### src/rtl/shl_sched_pkg.sv
// Shared types and constants for the shl_sched shifter sequencer.
// The optional build macro SHL_SCHED_FIXED_PRIO_EN is consumed in shl_sched.sv.
package shl_sched_pkg;

  typedef enum logic [1:0] {
    IDLE  = 2'd0,
    SHIFT = 2'd1,
    HOLD  = 2'd2
  } state_t;

  localparam int NREQ_MIN = 2;
  localparam int NREQ_MAX = 8;

  // Ceiling log2 with a floor of 1 so single-bit index ports never collapse to zero width.
  function automatic int clog2_min1(input int n);
    int w;
    w = 0;
    for (int i = 0; i < 31; i++) begin
      if ((1 << i) < n) w = i + 1;
    end
    return (w < 1) ? 1 : w;
  endfunction

endpackage

### src/rtl/shl_sched_shl.sv
// Combinational logical shift-left: d = a << sh_amt, truncated, zero-filled.
// Built as a log-depth barrel shifter with an overflow flush for large amounts.
module shl_sched_shl
  import shl_sched_pkg::*;
#(
  parameter int DATAWIDTH = 8
) (
  input  logic [DATAWIDTH-1:0] a,
  input  logic [DATAWIDTH-1:0] sh_amt,
  output logic [DATAWIDTH-1:0] d
);

  localparam int SW = clog2_min1(DATAWIDTH);

  logic [DATAWIDTH-1:0] stage [SW+1];
  logic                 overflow;

  assign stage[0] = a;

  for (genvar s = 0; s < SW; s++) begin : g_stage
    assign stage[s+1] = sh_amt[s] ? (stage[s] << (1 << s)) : stage[s];
  end

  // Any set bit above the stage range means a shift of at least DATAWIDTH.
  assign overflow = |(sh_amt >> SW);
  assign d        = overflow ? '0 : stage[SW];

endmodule

### src/rtl/shl_sched.sv
// Arbitrated sequencer sharing one SHL shifter among NREQ valid/ready requesters.
// Define SHL_SCHED_FIXED_PRIO_EN for lowest-index-wins arbitration instead of round-robin.
module shl_sched
  import shl_sched_pkg::*;
#(
  parameter  int DATAWIDTH = 8,
  parameter  int NREQ      = 4,
  localparam int ID_W      = clog2_min1(NREQ)
) (
  input  logic                      Clk,
  input  logic                      Rst_n,
  input  logic [NREQ-1:0]           req_valid,
  output logic [NREQ-1:0]           req_ready,
  input  logic [NREQ*DATAWIDTH-1:0] req_a,
  input  logic [NREQ*DATAWIDTH-1:0] req_sh_amt,
  output logic                      out_valid,
  input  logic                      out_ready,
  output logic [DATAWIDTH-1:0]      out_d,
  output logic [ID_W-1:0]           out_id
);

  if (NREQ < NREQ_MIN || NREQ > NREQ_MAX) begin : g_bad_nreq
    $error("shl_sched: NREQ outside the supported range");
  end

  state_t               state;
  state_t               next_state;
  logic [DATAWIDTH-1:0] op_a;
  logic [DATAWIDTH-1:0] op_sh;
  logic [DATAWIDTH-1:0] shl_d;
  logic [DATAWIDTH-1:0] sel_a;
  logic [DATAWIDTH-1:0] sel_sh;
  logic [ID_W-1:0]      id_r;
  logic [ID_W-1:0]      grant;
  logic                 grant_vld;
  logic                 accept;

`ifdef SHL_SCHED_FIXED_PRIO_EN
  always_comb begin
    grant_vld = 1'b0;
    grant     = '0;
    for (int i = NREQ - 1; i >= 0; i--) begin
      if (req_valid[i]) begin
        grant_vld = 1'b1;
        grant     = ID_W'(i);
      end
    end
  end
`else
  logic [ID_W-1:0] rr_ptr;
  logic [ID_W-1:0] idx;

  // Search starts just after the last accepted requester and wraps modulo NREQ.
  always_comb begin
    grant_vld = 1'b0;
    grant     = '0;
    idx       = '0;
    for (int k = 1; k <= NREQ; k++) begin
      idx = ID_W'((int'(rr_ptr) + k) % NREQ);
      if (!grant_vld && req_valid[idx]) begin
        grant_vld = 1'b1;
        grant     = idx;
      end
    end
  end

  // Only an accept moves the pointer, so idle cycles never disturb fairness.
  always_ff @(posedge Clk or negedge Rst_n) begin
    if (!Rst_n) begin
      rr_ptr <= ID_W'(NREQ - 1);
    end else if (accept) begin
      rr_ptr <= grant;
    end
  end
`endif

  always_comb begin
    sel_a  = '0;
    sel_sh = '0;
    for (int i = 0; i < NREQ; i++) begin
      if (grant == ID_W'(i)) begin
        sel_a  = req_a[i*DATAWIDTH +: DATAWIDTH];
        sel_sh = req_sh_amt[i*DATAWIDTH +: DATAWIDTH];
      end
    end
  end

  always_ff @(posedge Clk or negedge Rst_n) begin
    if (!Rst_n) begin
      state <= IDLE;
    end else begin
      state <= next_state;
    end
  end

  // req_ready is gated by Rst_n so it reads low for the whole reset window.
  always_comb begin
    next_state = state;
    req_ready  = '0;
    accept     = 1'b0;
    case (state)
      IDLE: begin
        if (grant_vld && Rst_n) begin
          req_ready[grant] = 1'b1;
          accept           = 1'b1;
          next_state       = SHIFT;
        end
      end
      SHIFT:   next_state = HOLD;
      HOLD:    if (out_ready) next_state = IDLE;
      default: next_state = IDLE;
    endcase
  end

  // Stage boundary: operand capture on accept, result capture leaving SHIFT.
  always_ff @(posedge Clk or negedge Rst_n) begin
    if (!Rst_n) begin
      op_a      <= '0;
      op_sh     <= '0;
      id_r      <= '0;
      out_d     <= '0;
      out_id    <= '0;
      out_valid <= 1'b0;
    end else begin
      if (accept) begin
        op_a  <= sel_a;
        op_sh <= sel_sh;
        id_r  <= grant;
      end
      if (state == SHIFT) begin
        out_d  <= shl_d;
        out_id <= id_r;
      end
      out_valid <= (next_state == HOLD);
    end
  end

  shl_sched_shl #(
    .DATAWIDTH(DATAWIDTH)
  ) u_shl (
    .a     (op_a),
    .sh_amt(op_sh),
    .d     (shl_d)
  );

endmodule
### config.mk
export PLATFORM = sky130hd
export DESIGN_NAME = shl_sched
export DESIGN_NICKNAME = d
export VERILOG_FILES = /design/src/rtl/shl_sched_pkg.sv /design/src/rtl/shl_sched_shl.sv /design/src/rtl/shl_sched.sv
export SDC_FILE = /design/constraint.sdc
export NUM_CORES = 1
export LEC_CHECK = 0
export BUFFER_PORTS_ARGS = -buffer_cell sky130_fd_sc_hd__buf_4
export CORE_UTILIZATION = 30
export CTS_CLUSTER_SIZE = 30
export DETAILED_ROUTE_END_ITERATION = 8
export HOLD_SLACK_MARGIN = 0.12
export PLACE_DENSITY = 0.64
export SETUP_SLACK_MARGIN = 0.4
export SLEW_MARGIN = 20
export SYNTH_ARGS = -nofsm -noshare
export SYNTH_HDL_FRONTEND = slang
export SYNTH_SLANG_ARGS = --single-unit
export TNS_END_PERCENT = 5
### constraint.sdc
create_clock -name Clk -period 2.25 [get_ports Clk]
set_input_delay 0.45 -clock Clk [delete_from_list [all_inputs] [get_ports Clk]]
set_output_delay 0.45 -clock Clk [all_outputs]
set_load 0.02 [all_outputs]
Word-level counts from Yosys, hierarchy flattened
Index checks and enable logic that the tools add are counted.
W data, S select, Z words.
- $lt $le $gt $ge: 6
- equality and inequality tests: 6
- mux-type cells: 37
- reduce and logical (&&, ||, !) cells: 11
- add/sub/neg operators: 4
- operator list (operator ; count):
    $mux W8 ; 12
    $lt A2 B3 Y1 const B ; 5
    $mux W2 ; 6
    $mux W1 ; 11
    $bmux W1 S2 ; 4
    $eq A2 B2 Y1 const B ; 4
    $mux W4 ; 2
    $pmux W2 S3 ; 1
    $logic_and A1 B1 Y1 ; 5
    $reduce_or A5 Y1 ; 1
    $add A2 B1 Y2 const B ; 2
    $add A2 B2 Y2 const B ; 2
    $eq A2 B1 Y1 const B ; 2
    $logic_not A2 Y1 ; 2
    $logic_not A1 Y1 ; 3
    $demux W1 S2 ; 1
    $ge A2 B1 Y1 const B ; 1
- input bits: 71
- flip-flop bits (word level): 33
- word-level logic and storage cells: 72

Depth between registers and ports, before layout
- depth in word-level cells: 19
- gate-level depth with buffers: 6
- depth with buffers taken out: 5

By module
From an unflattened synthesis, not the netlist that was laid out.
- cell total of the unflattened synthesis: 186
- area, all modules: 2052.0 µm²
- by module, submodules not included (module ; cells an instance ; area each (µm²) ; instances):
    shl_sched ; 155 ; 1788.0 ; 1
    shl_sched_shl ; 31 ; 264.0 ; 1

Worst setup path after synthesis
OpenSTA, ideal clock, no wires.
- path kind: flip-flop to output port
- start point: reg rr_ptr[1]
- end point: out req_ready[0]
- setup slack: 73 ps
- stages on the path, launching flop included: 6
- required time: 1800 ps
- buffers on the path: 1
- arrival: 1727 ps
- cells stage by stage: dfstp_2 buf_6 a21boi_1 o21ba_1 a2111oi_4 and2_1
- longest elaborated chain between the ends: 19
- elaborated cells between the ends (all ways): 34
- classes of those cells: 4 x add/sub; 2 x order compare; 20 x mux; 8 x reduce/logical
- ends and longest elaborated chain (item ; line ; RTL):
    start: declaration ; shl_sched.sv:50 ; logic [ID_W-1:0] rr_ptr;
    start signal: assignment ; shl_sched.sv:70 ; rr_ptr <= ID_W'(NREQ - 1);
    start signal: assignment ; shl_sched.sv:72 ; rr_ptr <= grant;
    $add A2 B1 Y2 ; shl_sched.sv:59 ; idx = ID_W'((int'(rr_ptr) + k) % NREQ);
    $bmux W1 S2 ; shl_sched.sv:60 ; if (!grant_vld && req_valid[idx]) begin
    $mux W1 (not written as such) ; shl_sched.sv:60 ;
    $mux W1 ; shl_sched.sv:60 ;
    $logic_not A1 Y1 ; shl_sched.sv:60 ;
    $logic_and A1 B1 Y1 ; shl_sched.sv:60 ;
    $mux W1 ; shl_sched.sv:60 ;
    $logic_not A1 Y1 ; shl_sched.sv:60 ;
    (+3 left out) ; - ;
    $logic_and A1 B1 Y1 ; shl_sched.sv:60 ;
    $mux W2 ; shl_sched.sv:60 ;
    $lt A2 B3 Y1 (not written as such) or $ge A2 B1 Y1 (tied branches) ; shl_sched.sv:104 ; req_ready[grant] = 1'b1;
    $logic_and A1 B1 Y1 (not written as such) ; shl_sched.sv:104 ;
    $mux W1 (not written as such) ; shl_sched.sv:104 ;
    $demux W1 S2 ; shl_sched.sv:104 ;
    $mux W4 * ; shl_sched.sv:103 ; if (grant_vld && Rst_n) begin
    $mux W4 * ; shl_sched.sv:101 ; case (state)
    end: declaration ; shl_sched.sv:13 ; output logic [NREQ-1:0] req_ready,
Every way passes the cells marked *; elsewhere a longest branch is shown, timed or not. The select of a mux whose other input is x is not followed.

Worst setup path after layout
- start point: reg rr_ptr[1]
- end point: out req_ready[2]
The elaborated chain is that of the path after synthesis.

==> impl_results.md <==
- Area after DPL: 3120 µm²
- Largest net degree at the start of global routing: 34
- Clock Power Share: 0.130
- Startpoint Class: register
- Fmax: 449 MHz
- Die area: roughly 8100 µm²
- Clock tree buffer depth: 2
- Worst-skew pair later-pin latency: 0.29 ns
- Leakage Power: ~1.4 nW
- Horiz. Die Dim: ~90 µm
- Flops & latches, synth: 33
- Switching share of power: 0.445
- Max_cap viols: 0
- Fin crit period: 2.23 ns
- EDFF count, synth: 0
- FF+latch area: roughly 830 µm²
- Worst setup EP type: output pin
- Syn nets: 338
- Vias in the first global route: approximately 2.4k
- Row count: 31
- Nets@finish: between 400 and 500
- Setup ws final: 0.0212 ns
- CTS tree: done
- DR vias: 2501
- Worst Tran Pin Value: just over 0.9 ns
- Final instance area: 3270 µm²
- IO Pins: 86
- Antenna cell count: 0
- CTS HTree Levels: 2
- PortBufs: 85
- Crit path max fanout: 7
- Die Ht: between 80 and 90 µm
- Post-route ant nets: 0
- RSZ-0062 raised after global routing: yes
- Final RePlAce weighted congestion: 0.871
- Status: complete, no violations
- Global router's overall resource usage: 0.193
- Starting Density: 0.315
- Total congestion overflow: 0
- Peak VDD IR: 0.000315 V
- Syn Area/Cell: 8.69 µm²
- Slew Viols, Final: 0
- Hold Vio Cnt, Final: 0
- Area of the multi-input gates: about 1500 µm²
- Ys flop type: dfrtp_1
- Routed Wire Length: 7790 µm
- Num CTS Buffers: 5
- Post-CTS Hold Fix Bufs: 0
- Yosys cell types: 42
- Dpl hpwl: 5820 µm
- Period utilisation layout: 0.991
- Tightest Hold Check Type: primary input to async pin
- P_int: around 1.9 mW
- Most frequent cells in the layout: buf_4 (101), o21ai_0 (38), dfrtp_1 (31), nand2_1 (28)
- Sequential share of power: 0.330
- Post-Syn Area: 2320 µm²
- Setup violations, final: 0
- # DRC: 0
- Setup TNS: 0 ns
- Power density cells: 1040 nW/µm²
- Via-to-Cell Ratio: 5.52
- Worst slew margin: 0.377
- P&R area growth vs syn: 40.9%
- Net switching power: 1.51 mW
- CP Class: register to output pin
- Clock-pin slew on the worst setup and hold paths: around 0.07 ns
- CTS sink count: 33
- Commonest non-fill, non-tap cell in the layout: buf_4
- Clk_skew: 0.0138 ns
- # fillers: 753
- First-pass GRT wire length: approximately 12000 µm
- Synth Instances: approximately 270
- Root Driver: clkbuf_8
- Sequential area share after synthesis: 0.357
- Share of cells above drive strength 1: 0.376
- CORE AREA: 7370 µm²
- WP data arrival: ~1.8 ns
- Initial antenna violation count: 0
- Asr flop ratio synth: 1.00
- Warnings, synthesis: 0
- Worst slack, placed: ~0.11 ns
- DRT Pass-1 Iters: 4
- Comb power frac: 0.541
- Wirelength per Cell: ~17 µm
- Worst path required time: 1.80 ns
- Initial drt markers: 143
-- metrics by stage --
step                       util  hold slack (ns)  power, mW  std cells
after global routing      0.444            0.245       3.63        453
after detailed placement  0.423            0.476       2.87        443
after floorplan               -            0.154       2.27        267
after global placement    0.423            0.469       2.83        443
after CTS                 0.437            0.231       3.33        452
final                     0.444            0.220       3.39        453
-- logic make-up (layout without fill, tap and decap cells) --
group	Yosys count	after routing	synth area share
AO/OA/AOI/OAI	88	88	0.274
flip-flops	33	33	0.357
AND/OR/NAND/NOR	105	105	0.243
buffers and inverters	25	112	0.0507
multiplexers	16	16	0.0755
-- synthesized netlist by cell type, drive strengths merged (2+ instances only) --
cell type | instances | area (µm²)
o21ai | 40 | 200
o2111ai | 16 | 140
mux2 | 2 | 22.5
dfrtp | 31 | 776
or3 | 17 | 106
or4 | 2 | 15.0
o21ba | 2 | 20.0
a32oi | 16 | 140
dfstp | 2 | 52.6
mux2i | 13 | 130
clkbuf | 14 | 53.8
nor2 | 11 | 41.3
buf | 10 | 60.1
nand2b | 4 | 25.0
nor3b | 17 | 128
a22o | 3 | 26.3
a21oi | 2 | 13.8
nor2b | 3 | 18.8
nand3 | 17 | 90.1
nand2 | 30 | 113
-- cell type report --
class,count,area share
Multi-Input combinational cell,209,0.444
Sequential cell,33,0.253
Timing Repair Buffer,103,0.239
Tap cell,99,0.0379
Clock buffer,6,0.0222
Clock inverter,2,0.00306
Inverter,1,0.00115
-- critical path: stages, from the launching register on --
cell and delay (ns):
dfstp_2 0.60, a21boi_2 0.08, o21ba_4 0.22, a211oi_4 0.22, and4_4 0.25, buf_6 0.12
-- timing repair --
item | 4_1_cts | 5_1_grt
buffers inserted | 1 | 1
gates resized for setup | 4 | 10
pin swaps | 3 | 5
endpoints found under the setup margin | 21 | 24
-- metal layers --
layer | GRT usage | part of all wire | up-vias
met5 | 0 | 0 | -
met4 | 0.0551 | 0.017 | 0
met3 | 0.0448 | 0.064 | 10
met2 | 0.291 | 0.46 | 88
met1 | 0.276 | 0.46 | 1204
li1 | - | - | 1199
-- path summary, 6_finish.rpt --
kind                                       startpoint                    end  slack [ns]  cells past startpoint
worst max-delay path            rr_ptr[1]$_DFFE_PN1P_           req_ready[2]        0.02                      5
worst min register to register   out_d[4]$_DFFE_PN0P_   out_d[4]$_DFFE_PN0P_        0.48                      2
worst min-delay path                            Rst_n    id_r[1]$_DFFE_PN0P_        0.22                      2
min in group Clk                            out_ready    out_valid$_DFF_PN0_        0.42                      4
worst max register to register  rr_ptr[0]$_DFFE_PN1P_    op_a[0]$_DFFE_PN0P_        0.23                      4
max in group asynchronous                       Rst_n  rr_ptr[0]$_DFFE_PN1P_        1.69                      2
-- power by group through the flow --
stage	logic, mW	clock network (mW)	registers [mW]
5_1_grt	2.01	0.470	1.15
2_1_floorplan	1.22	0	1.05
3_3_place_gp	1.72	0	1.11
6_report	1.83	0.439	1.12
3_5_place_dp	1.75	0	1.12
4_1_cts	1.78	0.444	1.11
-- sequential cells by signal, summed over array words and instances, names as in the netlist --
register / cells
out_valid: 1
state: 2
op_sh: 8
out_d: 8
rr_ptr: 2
out_id: 2
op_a: 8
id_r: 2
Power figures use the tool's default switching activity.
